--- config.mk ---
export PLATFORM = sky130hd
export DESIGN_NAME = mult_64_arbiter
export DESIGN_NICKNAME = d
export VERILOG_FILES = /design/src/rtl/mult_64_arbiter.sv
export SDC_FILE = /design/constraint.sdc
export NUM_CORES = 1
export LEC_CHECK = 0
export BUFFER_PORTS_ARGS = -buffer_cell sky130_fd_sc_hd__buf_2
export CAP_MARGIN = 5
export CORE_AREA = 2 2 157 159
export DETAILED_ROUTE_END_ITERATION = 10
export DIE_AREA = 0 0 159 161
export PLACE_DENSITY = 0.52
export RECOVER_POWER = 25
export SLEW_MARGIN = 20
export SYNTH_ARGS = -nofsm -noshare
export SYNTH_HDL_FRONTEND = slang
export SYNTH_SLANG_ARGS = --single-unit
--- constraint.sdc ---
create_clock -name clk -period 3.7 [get_ports clk]
set_clock_uncertainty 0.1 [all_clocks]
set_input_delay 0.74 -clock clk [delete_from_list [all_inputs] [get_ports clk]]
set_output_delay 0.74 -clock clk [all_outputs]
set_load 0.005 [all_outputs]
--- src/rtl/mult_64_arbiter.sv ---
// Two-requester round-robin arbiter in front of one pipelined 32x32->64 multiplier.
// Define MULT_ARB_FIXED_PRIORITY_EN to make requester 0 win every tie.
module mult_64_arbiter #(
  parameter int TAG_DEPTH = 4
) (
  input  logic        clk,
  input  logic        rst,
  input  logic [31:0] req0_a_tdata,
  input  logic [31:0] req0_b_tdata,
  input  logic        req0_tvalid,
  output logic        req0_tready,
  input  logic [31:0] req1_a_tdata,
  input  logic [31:0] req1_b_tdata,
  input  logic        req1_tvalid,
  output logic        req1_tready,
  output logic [63:0] res0_tdata,
  output logic        res0_tvalid,
  input  logic        res0_tready,
  output logic [63:0] res1_tdata,
  output logic        res1_tvalid,
  input  logic        res1_tready,
  output logic [31:0] mul_a_tdata,
  output logic        mul_a_tvalid,
  input  logic        mul_a_tready,
  output logic [31:0] mul_b_tdata,
  output logic        mul_b_tvalid,
  input  logic        mul_b_tready,
  input  logic [63:0] mul_out_tdata,
  input  logic        mul_out_tvalid,
  output logic        mul_out_tready
);

  localparam int PTR_W = (TAG_DEPTH > 1) ? $clog2(TAG_DEPTH) : 1;
  localparam int CNT_W = $clog2(TAG_DEPTH + 1);

  typedef enum logic {
    IDLE  = 1'b0,
    ISSUE = 1'b1
  } state_t;

  state_t           state;
  logic             tag_mem [TAG_DEPTH];
  logic [PTR_W-1:0] wr_ptr;
  logic [PTR_W-1:0] rd_ptr;
  logic [CNT_W-1:0] count;
  logic             a_done;
  logic             b_done;

  logic             can_accept;
  logic             grant0;
  logic             grant1;
  logic             push;
  logic             pop;
  logic             empty;
  logic             head;
  logic             a_hs;
  logic             b_hs;
  logic             issue_done;

`ifndef MULT_ARB_FIXED_PRIORITY_EN
  // 1 means requester 1 was granted last, so requester 0 wins the next tie
  logic             last_grant;
`endif

  assign can_accept = (state == IDLE) && (count < CNT_W'(TAG_DEPTH));

  always_comb begin
    grant0 = 1'b0;
    grant1 = 1'b0;
    if (can_accept) begin
`ifdef MULT_ARB_FIXED_PRIORITY_EN
      grant0 = req0_tvalid;
      grant1 = req1_tvalid && !req0_tvalid;
`else
      grant0 = req0_tvalid && (!req1_tvalid || last_grant);
      grant1 = req1_tvalid && !grant0;
`endif
    end
  end

  assign req0_tready = grant0;
  assign req1_tready = grant1;
  assign push        = grant0 || grant1;

  // Return path is purely combinational, steered by the oldest outstanding tag
  assign empty          = (count == '0);
  assign head           = tag_mem[rd_ptr];
  assign res0_tdata     = mul_out_tdata;
  assign res1_tdata     = mul_out_tdata;
  assign res0_tvalid    = mul_out_tvalid && !empty && !head;
  assign res1_tvalid    = mul_out_tvalid && !empty && head;
  assign mul_out_tready = !empty && (head ? res1_tready : res0_tready);
  assign pop            = mul_out_tvalid && mul_out_tready;

  assign a_hs       = mul_a_tvalid && mul_a_tready;
  assign b_hs       = mul_b_tvalid && mul_b_tready;
  assign issue_done = (state == ISSUE) && (a_done || a_hs) && (b_done || b_hs);

  always_ff @(posedge clk or negedge rst) begin
    if (!rst) begin
      state        <= IDLE;
      mul_a_tdata  <= '0;
      mul_b_tdata  <= '0;
      mul_a_tvalid <= 1'b0;
      mul_b_tvalid <= 1'b0;
      a_done       <= 1'b0;
      b_done       <= 1'b0;
      wr_ptr       <= '0;
      rd_ptr       <= '0;
      count        <= '0;
      for (int i = 0; i < TAG_DEPTH; i++) tag_mem[i] <= 1'b0;
`ifndef MULT_ARB_FIXED_PRIORITY_EN
      last_grant   <= 1'b1;
`endif
    end else begin
      case (state)
        IDLE: begin
          if (push) begin
            mul_a_tdata     <= grant1 ? req1_a_tdata : req0_a_tdata;
            mul_b_tdata     <= grant1 ? req1_b_tdata : req0_b_tdata;
            mul_a_tvalid    <= 1'b1;
            mul_b_tvalid    <= 1'b1;
            a_done          <= 1'b0;
            b_done          <= 1'b0;
            tag_mem[wr_ptr] <= grant1;
            wr_ptr          <= wr_ptr + PTR_W'(1);
`ifndef MULT_ARB_FIXED_PRIORITY_EN
            last_grant      <= grant1;
`endif
            state           <= ISSUE;
          end
        end
        ISSUE: begin
          // Each operand lane retires independently; leave once both have gone
          if (a_hs) begin
            mul_a_tvalid <= 1'b0;
            a_done       <= 1'b1;
          end
          if (b_hs) begin
            mul_b_tvalid <= 1'b0;
            b_done       <= 1'b1;
          end
          if (issue_done) state <= IDLE;
        end
        default: state <= IDLE;
      endcase

      if (pop) rd_ptr <= rd_ptr + PTR_W'(1);

      case ({push, pop})
        2'b10:   count <= count + CNT_W'(1);
        2'b01:   count <= count - CNT_W'(1);
        default: count <= count;
      endcase
    end
  end

endmodule

# == Word-level counts from Yosys, hierarchy flattened ==
# Cells that the tools add are included.
# op_classes
n_addsub,4
order_cmp,4
n_eq_ne,5
muxes,25
n_bitwise,3
n_reduce_logical,26
# op_table
op,count
32-bit 2-to-1 mux,2
1-bit 2-to-1 mux,14
1-bit logical AND,13
1-bit case mux with 2 select lines,5
3-bit >= comparator (second input constant),2
2-bit NOT with 3-bit output,2
3-bit case mux with 2 select lines,1
2-bit AND reduction,3
2-bit by 1-bit adder with 2-bit output (second input constant),2
4-bit bitwise mux,1
1-bit zero test,4
1-bit logical OR,4
2-bit by 1-bit != test with 1-bit output (second input constant),2
3-bit by 1-bit adder with 3-bit output (second input constant),1
3-bit zero test,1
3-bit by 1-bit less-than comparator with 1-bit output (second input constant),1
3-bit less-than comparator (second input constant),1
3-bit by 1-bit subtractor with 3-bit output (second input constant),1
1-bit binary-select mux with 2-bit select,1
1-bit demux with 2-bit select,1
2-bit by 1-bit equality test with 1-bit output (second input constant),1
2-bit equality test (second input constant),1
2-bit != test (second input constant),1
2-bit nonzero test,1
1-bit NOT,1
# totals
regBits,81
inputBits,201
output_inout_bits,199
wordCells,82

# == Logic depth before layout (Yosys ltp) ==
# Gate-level depths: netlist of the first run.
# logic_depth
word_depth,9
ltp_mapped,11
mapped_depth_nobuf,9

# == Worst setup path after synthesis of the first run ==
# OpenSTA, ideal clock, no wires.
# synth_timing
kind,input port to flip-flop
start,input port req0_tvalid
end,register count[2]
setup_ns,0.079
t_arrival_ns,2.303
required_ns,3.521
setup_slack_ns,1.218
path_stages,10
path_buffers,2
path_cell_list,o21a_1 buf_2 inv_2 buf_2 ha_1 inv_1 fa_1 xor2_1 nor2_1 xor2_1
# synth_via
elab_chain_len,7
elab_cells_between_ends,10
classes_between,eq/ne: 2; mux: 3; reduce/logical: 5
# synth_rtl
element,line_no,rtl
"start, declared",10,"input logic req0_tvalid,"
1-bit logical AND (*),75,grant0 = req0_tvalid && (!req1_tvalid || last_grant);
1-bit zero test,76,grant1 = req1_tvalid && !grant0;
1-bit logical AND,76,
1-bit 2-to-1 mux,70,if (can_accept) begin
1-bit logical OR (*),83,assign push = grant0 || grant1;
2-bit by 1-bit equality test with 1-bit output or 2-bit equality test (tied branches),150,"case ({push, pop})"
3-bit case mux with 2 select lines or 2-bit nonzero test (tied branches),-,
"end signal, assigned",151,2'b10: count <= count + CNT_W'(1);
"end signal, assigned",152,2'b01: count <= count - CNT_W'(1);
"end signal, assigned",153,default: count <= count;
"end, declared",45,logic [CNT_W-1:0] count;
# Mark *: on every way between the ends. The rest lies on a longest branch, timed or not.
# A chain may end at the register's enable or synchronous reset.

# == Worst setup path after layout of the first run ==
# layout_timing
start,register state
end,output port req1_tready
# layout_via
elab_chain_len,3
# layout_rtl
element,line_no,rtl
"start, declared",41,state_t state;
"start signal, assigned",101,state <= IDLE;
"start signal, assigned",130,state <= ISSUE;
"start signal, assigned",143,if (issue_done) state <= IDLE;
1-bit NOT (no source line),-,
1-bit logical AND,65,assign can_accept = (state == IDLE) && (count < CNT_W'(TAG_DEPTH));
1-bit 2-to-1 mux,70,
"end, declared",15,"output logic req1_tready,"
# Every way passes these cells.

==> reports/metrics.yaml, run 1 <==
outcome:
  status: "finished with violations"
  failed_checks: "capacitance limit, slew limit"
synthesis:
  synth_top_family_by_area: "buffers and inverters"
  synth.lib_cells_used.distinct: 29
  synthAdderAreaFrac_pct: 1.79
  synth_commonest_cells: "142 x nand2_1, 130 x buf_4, 80 x dfrtp_1, 49 x nor2_1, 45 x a31oi_1"
  synthMuxAreaShare_pct: 1.00
  synthFlopType: "dfrtp_1"
  synthCells: 532
  async_reset_ff_share_pct: 100
  synth_most_common_cell: "nand2_1"
  synth_top_area_share_pct: 43.4
  ys_ff_latch: 81
  netlist_top_cells_area: "dfrtp_1 43%, buf_4 21%, nand2_1 12%"
  synth_xor_xnor_area_share_pct: 1.14
  syn_area_um2: 4610
  ys_seq_area_share_pct: 44.0
  synth_compound_area_share_pct: 11.0
  synth_edf_count: 0
  synth_warnings: 0
  syn_avg_cell_area_um2: 8.66
  yosysTopAreaCell: "dfrtp_1"
  synth-simple-area-share_pct: 16.9
  synth_nets: 739
cts:
  root_buffer: "clkbuf_16"
  cts_htree_levels: 3
  ctsResizeCount: 0
  cts_buffers: 9
  tritoncts: "yes"
  cts.sink_count: 81
  post_cts_buffers: 0
  clk_latency_ns: 0.35
  holdBufCountCts: 0
  clockBufferDepth: 2
  clk_pin_slew_ns: 0.07
sta:
  worstMarginPinSlew_ns: 1.86
  fin_setup_tns_ns: 0
  rsz0062_at_grt: "no"
  max_freq_mhz: 352
  max-slew-margin-rel_pct: -24.2
  final_hold_viol_count: 0
  slew_violations: 71
  period_minus_slack_ns: 2.84
  post-route-period-util_pct: 76.7
  setup_viol: 0
final_layout:
  diodes: 0
  area_growth_pct: 15.4
  utilization_pct: 22.2
  fillers: 2696
  drive_above_1_share_pct: 38.9
  nNetsFinal: 809
placement:
  dp_hpwl_um: 10500
  portBuffers: 207
  gp_congestion: 0.826
min_path:
  hold_path_class: "reg2reg"
power_and_ir_drop:
  clockPowerShare_pct: 22.7
  p_sw_w: 0.00157
  ir_drop_v: 0.000335
  power.density_nw_per_um2: 786
  power_frac_comb_pct: 39.3
  leakage_nw: 2.64
  p_int_w: 0.00260
  swShare_pct: 37.7
  seqPwrFrac_pct: 38.0
critical_path:
  crit_path_max_incr_delay_ns: 0.48
  worst_ep_required_time_ns: 2.86
  critPathArrivalTime_ns: 2.00
  cpMaxStageDelayCell: "dfrtp_1"
  cp-start-kind: "flop"
  cp_cell_sequence: "nor3b_1 > nand2_2 > inv_2 > buf_2"
  critical_path.max_fanout: 33
  crit_path_end_kind: "primary output"
  crit_type: "reg2out"
global_routing:
  grt_pass1_vias: 3508
  grt_first_pass_wirelength_um: 20700
  grt_usage_pct: 10.7
  antenna_found_initial: 1
  gr-total-overflow: 0
  grt_max_degree: 90
detailed_routing:
  drc: 0
  routed_via_density: 3.92
  totalWireLength_um: 14000
  ant_nets: 0
  vias: 3648
  drtIter0Drc: 222
  wl_per_cell_um: 15.0
  drt_pre_antenna_iters: 6
floorplanning:
  core_area_um2: 24000
  io_pins: 400
  die_area_um2: 25600
  chipHeight_um: 161
  die_w_um: 159
  rows: 57
  start_util_pct: 19.2
run:
  max_cap_violations: 1
[power by group through the flow]
| stage | Sequential, W | Clock [W] | Combinational, W |
|---|---|---|---|
| 3_3_place_gp | 0.00160 | 0 | 0.00166 |
| 4_1_cts | 0.00160 | 0.00101 | 0.00167 |
| 3_5_place_dp | 0.00160 | 0 | 0.00168 |
| 5_1_grt | 0.00165 | 0.00105 | 0.00186 |
| 6_report | 0.00159 | 0.000948 | 0.00164 |
| 2_1_floorplan | 0.00161 | 0 | 0.00106 |
[logic make-up (layout without fill, tap and decap cells)]
logic type,after synthesis,in the layout
AO/OA/AOI/OAI,76,76
buffers and inverters,161,236
XOR/XNOR,6,6
AND/OR/NAND/NOR,199,199
multiplexers,3,3
adder cells (fa/ha/maj),6,6
flip-flops,81,81
[layer usage]
metal  share of wire, %  up-vias  wire (um)  track usage, %
met3                 14       18       1920            5.70
met2                 46      274       6460            17.5
met5              0.093        -         13               0
li1                   -     1749          -               -
met1                 38     1605       5270            11.4
met4                2.2        2        312            4.88
[worst max-delay path, delay by kind of cell, from the launching register on]
kind	cells	cell delay, ns
buf+inv	2	0.71
flops	1	0.48
simple gates	2	0.47
[through the flow]
stage	worst slack, ns	std cells	hold slack [ns]	power [W]	instance area [um^2]
2_1_floorplan	1.22	532	0.344	0.00267	4610
3_5_place_dp	0.921	915	0.351	0.00328	5020
6_report	0.860	931	0.367	0.00418	5320
5_1_grt	0.703	931	0.391	0.00456	5320
4_1_cts	0.934	931	0.368	0.00428	5330
3_3_place_gp	0.946	915	0.345	0.00326	5020
[worst paths after layout]
check                               start         endpoint  slack, ns  cells past startpoint
max                                 state      req1_tready       0.86                      4
min                        mul_b_tdata[6]   mul_b_tdata[6]       0.37                      2
max reg2reg                     rd_ptr[0]         count[2]       1.20                      9
min reg2reg                mul_b_tdata[6]   mul_b_tdata[6]       0.37                      2
max in group asynchronous             rst  mul_a_tdata[12]       1.53                      2
min in group asynchronous             rst  mul_b_tdata[10]       0.81                      1
[state kept, by name, indices dropped and copies added (netlist names)]
| signal | count |
|---|---|
| count | 3 |
| rd_ptr | 2 |
| last_grant | 1 |
| tag_mem | 4 |
| mul_a_tvalid | 1 |
| mul_b_tvalid | 1 |
| state | 1 |
| mul_a_tdata | 32 |
| mul_b_tdata | 32 |
| b_done | 1 |
| wr_ptr | 2 |
| a_done | 1 |
[cell usage in the layout (no fill, tap or decap)]
cell type  count
a21oi_1        2
a22o_1         4
a22oi_1       22
a31oi_1       45
and3_1         1
buf_2        206
buf_4          4
bufinv_16      1
clkbuf_1       2
clkbuf_16      9
clkbuf_2       1
clkinv_4       2
dfrtp_1       80
dfstp_2        1
fa_1           1
ha_1           5
inv_1          5
inv_2          2
inv_6          3
inv_8          1
mux2i_1        1
mux2i_2        1
mux4_2         1
nand2_1      141
nand2_2        1
nand2b_1       2
nor2_1        49
nor2_2         1
nor2b_1        1
nor3_1         1
nor3b_1        1
nor3b_2        1
o21a_4         1
o21ai_0        1
o21ai_1        1
xnor2_1        2
xor2_1         4
[final cells by class]
class                           count  area (um^2)  share of cell area (%)
Clock inverter                      7         85.1                    1.60
Clock buffer                        9          225                    4.24
Tap cell                          324          405                    7.62
Inverter                            7         26.3                   0.494
Multi-Input combinational cell    290         1470                    27.7
Timing Repair Buffer              213         1070                    20.2
Sequential cell                    81         2030                    38.1
Note: power is estimated with default switching activity, not from simulation.
==> inputs of run 2 (changes only) <==
--- a/config.mk
+++ b/config.mk
@@ -5,12 +5,13 @@
 export SDC_FILE = /design/constraint.sdc
 export NUM_CORES = 1
 export LEC_CHECK = 0
+export ABC_AREA = 1
 export BUFFER_PORTS_ARGS = -buffer_cell sky130_fd_sc_hd__buf_2
 export CAP_MARGIN = 5
-export CORE_AREA = 2 2 157 159
+export CORE_AREA = 2 2 156 158
 export DETAILED_ROUTE_END_ITERATION = 10
-export DIE_AREA = 0 0 159 161
-export PLACE_DENSITY = 0.52
+export DIE_AREA = 0 0 158 160
+export PLACE_DENSITY = 0.55
 export RECOVER_POWER = 25
 export SLEW_MARGIN = 20
 export SYNTH_ARGS = -nofsm -noshare
==> constraint.sdc (replaced) <==
create_clock -name clk -period 2.4 [get_ports clk]
set_clock_uncertainty 0.1 [all_clocks]
set_input_delay 0.48 -clock clk [delete_from_list [all_inputs] [get_ports clk]]
set_output_delay 0.48 -clock clk [all_outputs]
set_load 0.005 [all_outputs]
==> run 2 against run 1 <==
The flow now finishes without violations; routed wire length down 8.8%; worst setup slack worse by 0.71 ns; via count up 5.2%; area after synthesis up 7.2%; combinational power up 79%; design area up 5.6%; non-clock buffer count up 5; utilization up 1.4 points; critical endpoint unchanged; largest cell class unchanged.
==> reports/metrics.yaml, run 2 <==
synthesis:
  syn_avg_cell_area_um2: 8.44
  async_reset_ff_share_pct: 100
  synth_edf_count: 0
  synth.lib_cells_used.distinct: 26
  synth_most_common_cell: "nand2_1"
  ys_seq_area_share_pct: 41.1
  synthFlopType: "dfrtp_1"
  synth_nets: 792
  yosysTopAreaCell: "dfrtp_1"
  syn_area_um2: 4940
  synth_commonest_cells: "166 x nand2_1, 133 x buf_4, 80 x dfrtp_1, 40 x o21a_1, 29 x nand3_1"
  synthCells: 585
  ys_ff_latch: 81
  synth_warnings: 0
  netlist_top_cells_area: "dfrtp_1 41%, buf_4 20%, nand2_1 13%"
  synth_top_area_share_pct: 40.5
detailed_routing:
  wl_per_cell_um: 12.9
  drtIter0Drc: 120
  routed_via_density: 3.88
  totalWireLength_um: 12700
  ant_nets: 0
  drt_pre_antenna_iters: 4
  drc: 0
  vias: 3838
placement:
  portBuffers: 207
  gp_congestion: 0.753
  placed_area_um2: 5310
  dp_hpwl_um: 9340
power_and_ir_drop:
  p_sw_w: 0.00256
  p_int_w: 0.00433
  clockPowerShare_pct: 21.7
  leakage_nw: 2.76
  swShare_pct: 37.2
  ir_drop_v: 0.000319
  power_frac_comb_pct: 42.4
  seqPwrFrac_pct: 35.9
  power.density_nw_per_um2: 1230
global_routing:
  gr-total-overflow: 0
  antenna_found_initial: 0
  grt_first_pass_wirelength_um: 19700
  grt_usage_pct: 10.1
  grt_max_degree: 47
  grt_pass1_vias: 3780
critical_path:
  crit_type: "reg2out"
  cp-start-kind: "flop"
  crit_path_end_kind: "primary output"
  critPathArrivalTime_ns: 1.67
  r2r-start: "rd_ptr[0]"
  worst_r2r_endpoint: "count[2]"
  startpoint: "last_grant"
  critical_path.max_fanout: 25
  r2r.worst_path.cells: 13
  worst_ep_required_time_ns: 1.82
  r2r_slack_ns: 0.22
sta:
  post-route-period-util_pct: 93.6
  period_minus_slack_ns: 2.25
  setup_viol: 0
  fin_setup_tns_ns: 0
  max-slew-margin-rel_pct: 29.8
  worstMarginPinSlew_ns: 1.05
  rsz0062_at_grt: "no"
  slew_violations: 0
  max_freq_mhz: 445
  final_hold_viol_count: 0
final_layout:
  diodes: 0
  nNetsFinal: 867
  fillers: 2695
  drive_above_1_share_pct: 37.7
  most-common-layout-cells: "206 x buf_2, 166 x nand2_1, 80 x dfrtp_1"
  fin_area_um2: 5620
  area_growth_pct: 13.7
  layout_commonest_cell: "buf_2"
  reg.largest.list: "mul_a_tdata x32, mul_b_tdata x32, tag_mem x4"
min_path:
  hold_path_class: "in2async"
outcome:
  status: "finished, final reports clean"
run:
  max_cap_violations: 0
floorplanning:
  start_util_pct: 20.7
  io_pins: 400
  die_w_um: 158
  core_area_um2: 23800
  chipHeight_um: 160
  rows: 57
  die_area_um2: 25300
cts:
  cts_buffers: 9
  clockBufferDepth: 2
  cts.sink_count: 81
  cts_htree_levels: 3
  tritoncts: "yes"
  root_buffer: "clkbuf_16"
  clk_pin_slew_ns: 0.07
  holdBufCountCts: 0
  clk_latency_ns: 0.34
==> run 2: changes by cell type in the layout (fill, tap and decap cells not counted), sizes merged, moves of 26 or more <==
| cell | previous run | this run |
|---|---|---|
| a31oi | 45 | 0 |
| nand2 | 142 | 168 |
| nand3 | 0 | 30 |
| nor2 | 50 | 8 |
| o21a | 1 | 40 |
| o21ai | 2 | 58 |
==> run 2: worst max-delay path by stage <==
stage,to,slack (ns),depth (start not counted)
after floorplan,count[2],0.27,12
after global placement,count[2],0.16,11
after detailed placement,count[2],0.13,13
after CTS,req0_tready,0.03,5
after global routing,mul_a_tdata[15],0.02,2
final,req1_tready,0.15,5
==> run 2: per-layer routing <==
metal  GRT usage [%]  vias to the layer above  wire length, um
met2            16.1                      160             5860
met1            11.9                     1755             5400
met4            5.16                        0              462
met5               0                        -                0
li1                -                     1879                -
met3            3.66                       44             1020
==> run 2: timing repair <==
item / CTS / global route
endpoints found under the setup margin: 0 / 2
resized for setup: 0 / 5
setup buffers: 0 / 1
==> run 2: power groups by stage <==
stage | Clock, W | Sequential, W | Combinational (W)
6_report | 0.00150 | 0.00247 | 0.00293
5_1_grt | 0.00163 | 0.00257 | 0.00337
4_1_cts | 0.00159 | 0.00249 | 0.00297
3_5_place_dp | 0 | 0.00250 | 0.00297
3_3_place_gp | 0 | 0.00250 | 0.00291
2_1_floorplan | 0 | 0.00253 | 0.00199
==> run 2: per-stage QoR <==
step	hold slack, ns	total power, W	utilization [%]	setup slack (ns)	instances
floorplan	0.0844	0.00451	-	0.266	585
global placement	0.362	0.00542	22.3	0.161	972
detailed placement	0.364	0.00547	22.3	0.134	972
CTS	0.0118	0.00704	23.6	0.0294	987
global route	0.238	0.00756	23.6	0.0240	988
finish	0.184	0.00690	23.6	0.154	988
==> run 2: critical path, stage by stage, from the launching register on <==
cell and delay, ns:
dfstp_2 0.55, a21boi_2 0.07, nand2_4 0.08, buf_4 0.29, inv_2 0.16, buf_2 0.16
==> run 2: layout make-up <==
| cell class | instances | area (um^2) | area share (%) |
|---|---|---|---|
| Sequential cell | 81 | 2030 | 36.1 |
| Multi-Input combinational cell | 323 | 1640 | 29.3 |
| Timing Repair Buffer | 218 | 1130 | 20.1 |
| Tap cell | 324 | 405 | 7.22 |
| Clock buffer | 10 | 229 | 4.08 |
| Inverter | 27 | 101 | 1.80 |
| Clock inverter | 5 | 81.3 | 1.45 |
==> run 2: kinds of logic after synthesis <==
kind of cell	after synthesis	share of synthesized area (%)
DFF	81	41.1
buffers and inverters	181	25.9
and+or+nand+nor	207	17.2
xor gates and xnor gates	4	0.709
AOI/OAI and AO/OA	106	13.4
adders and majority gates	6	1.67
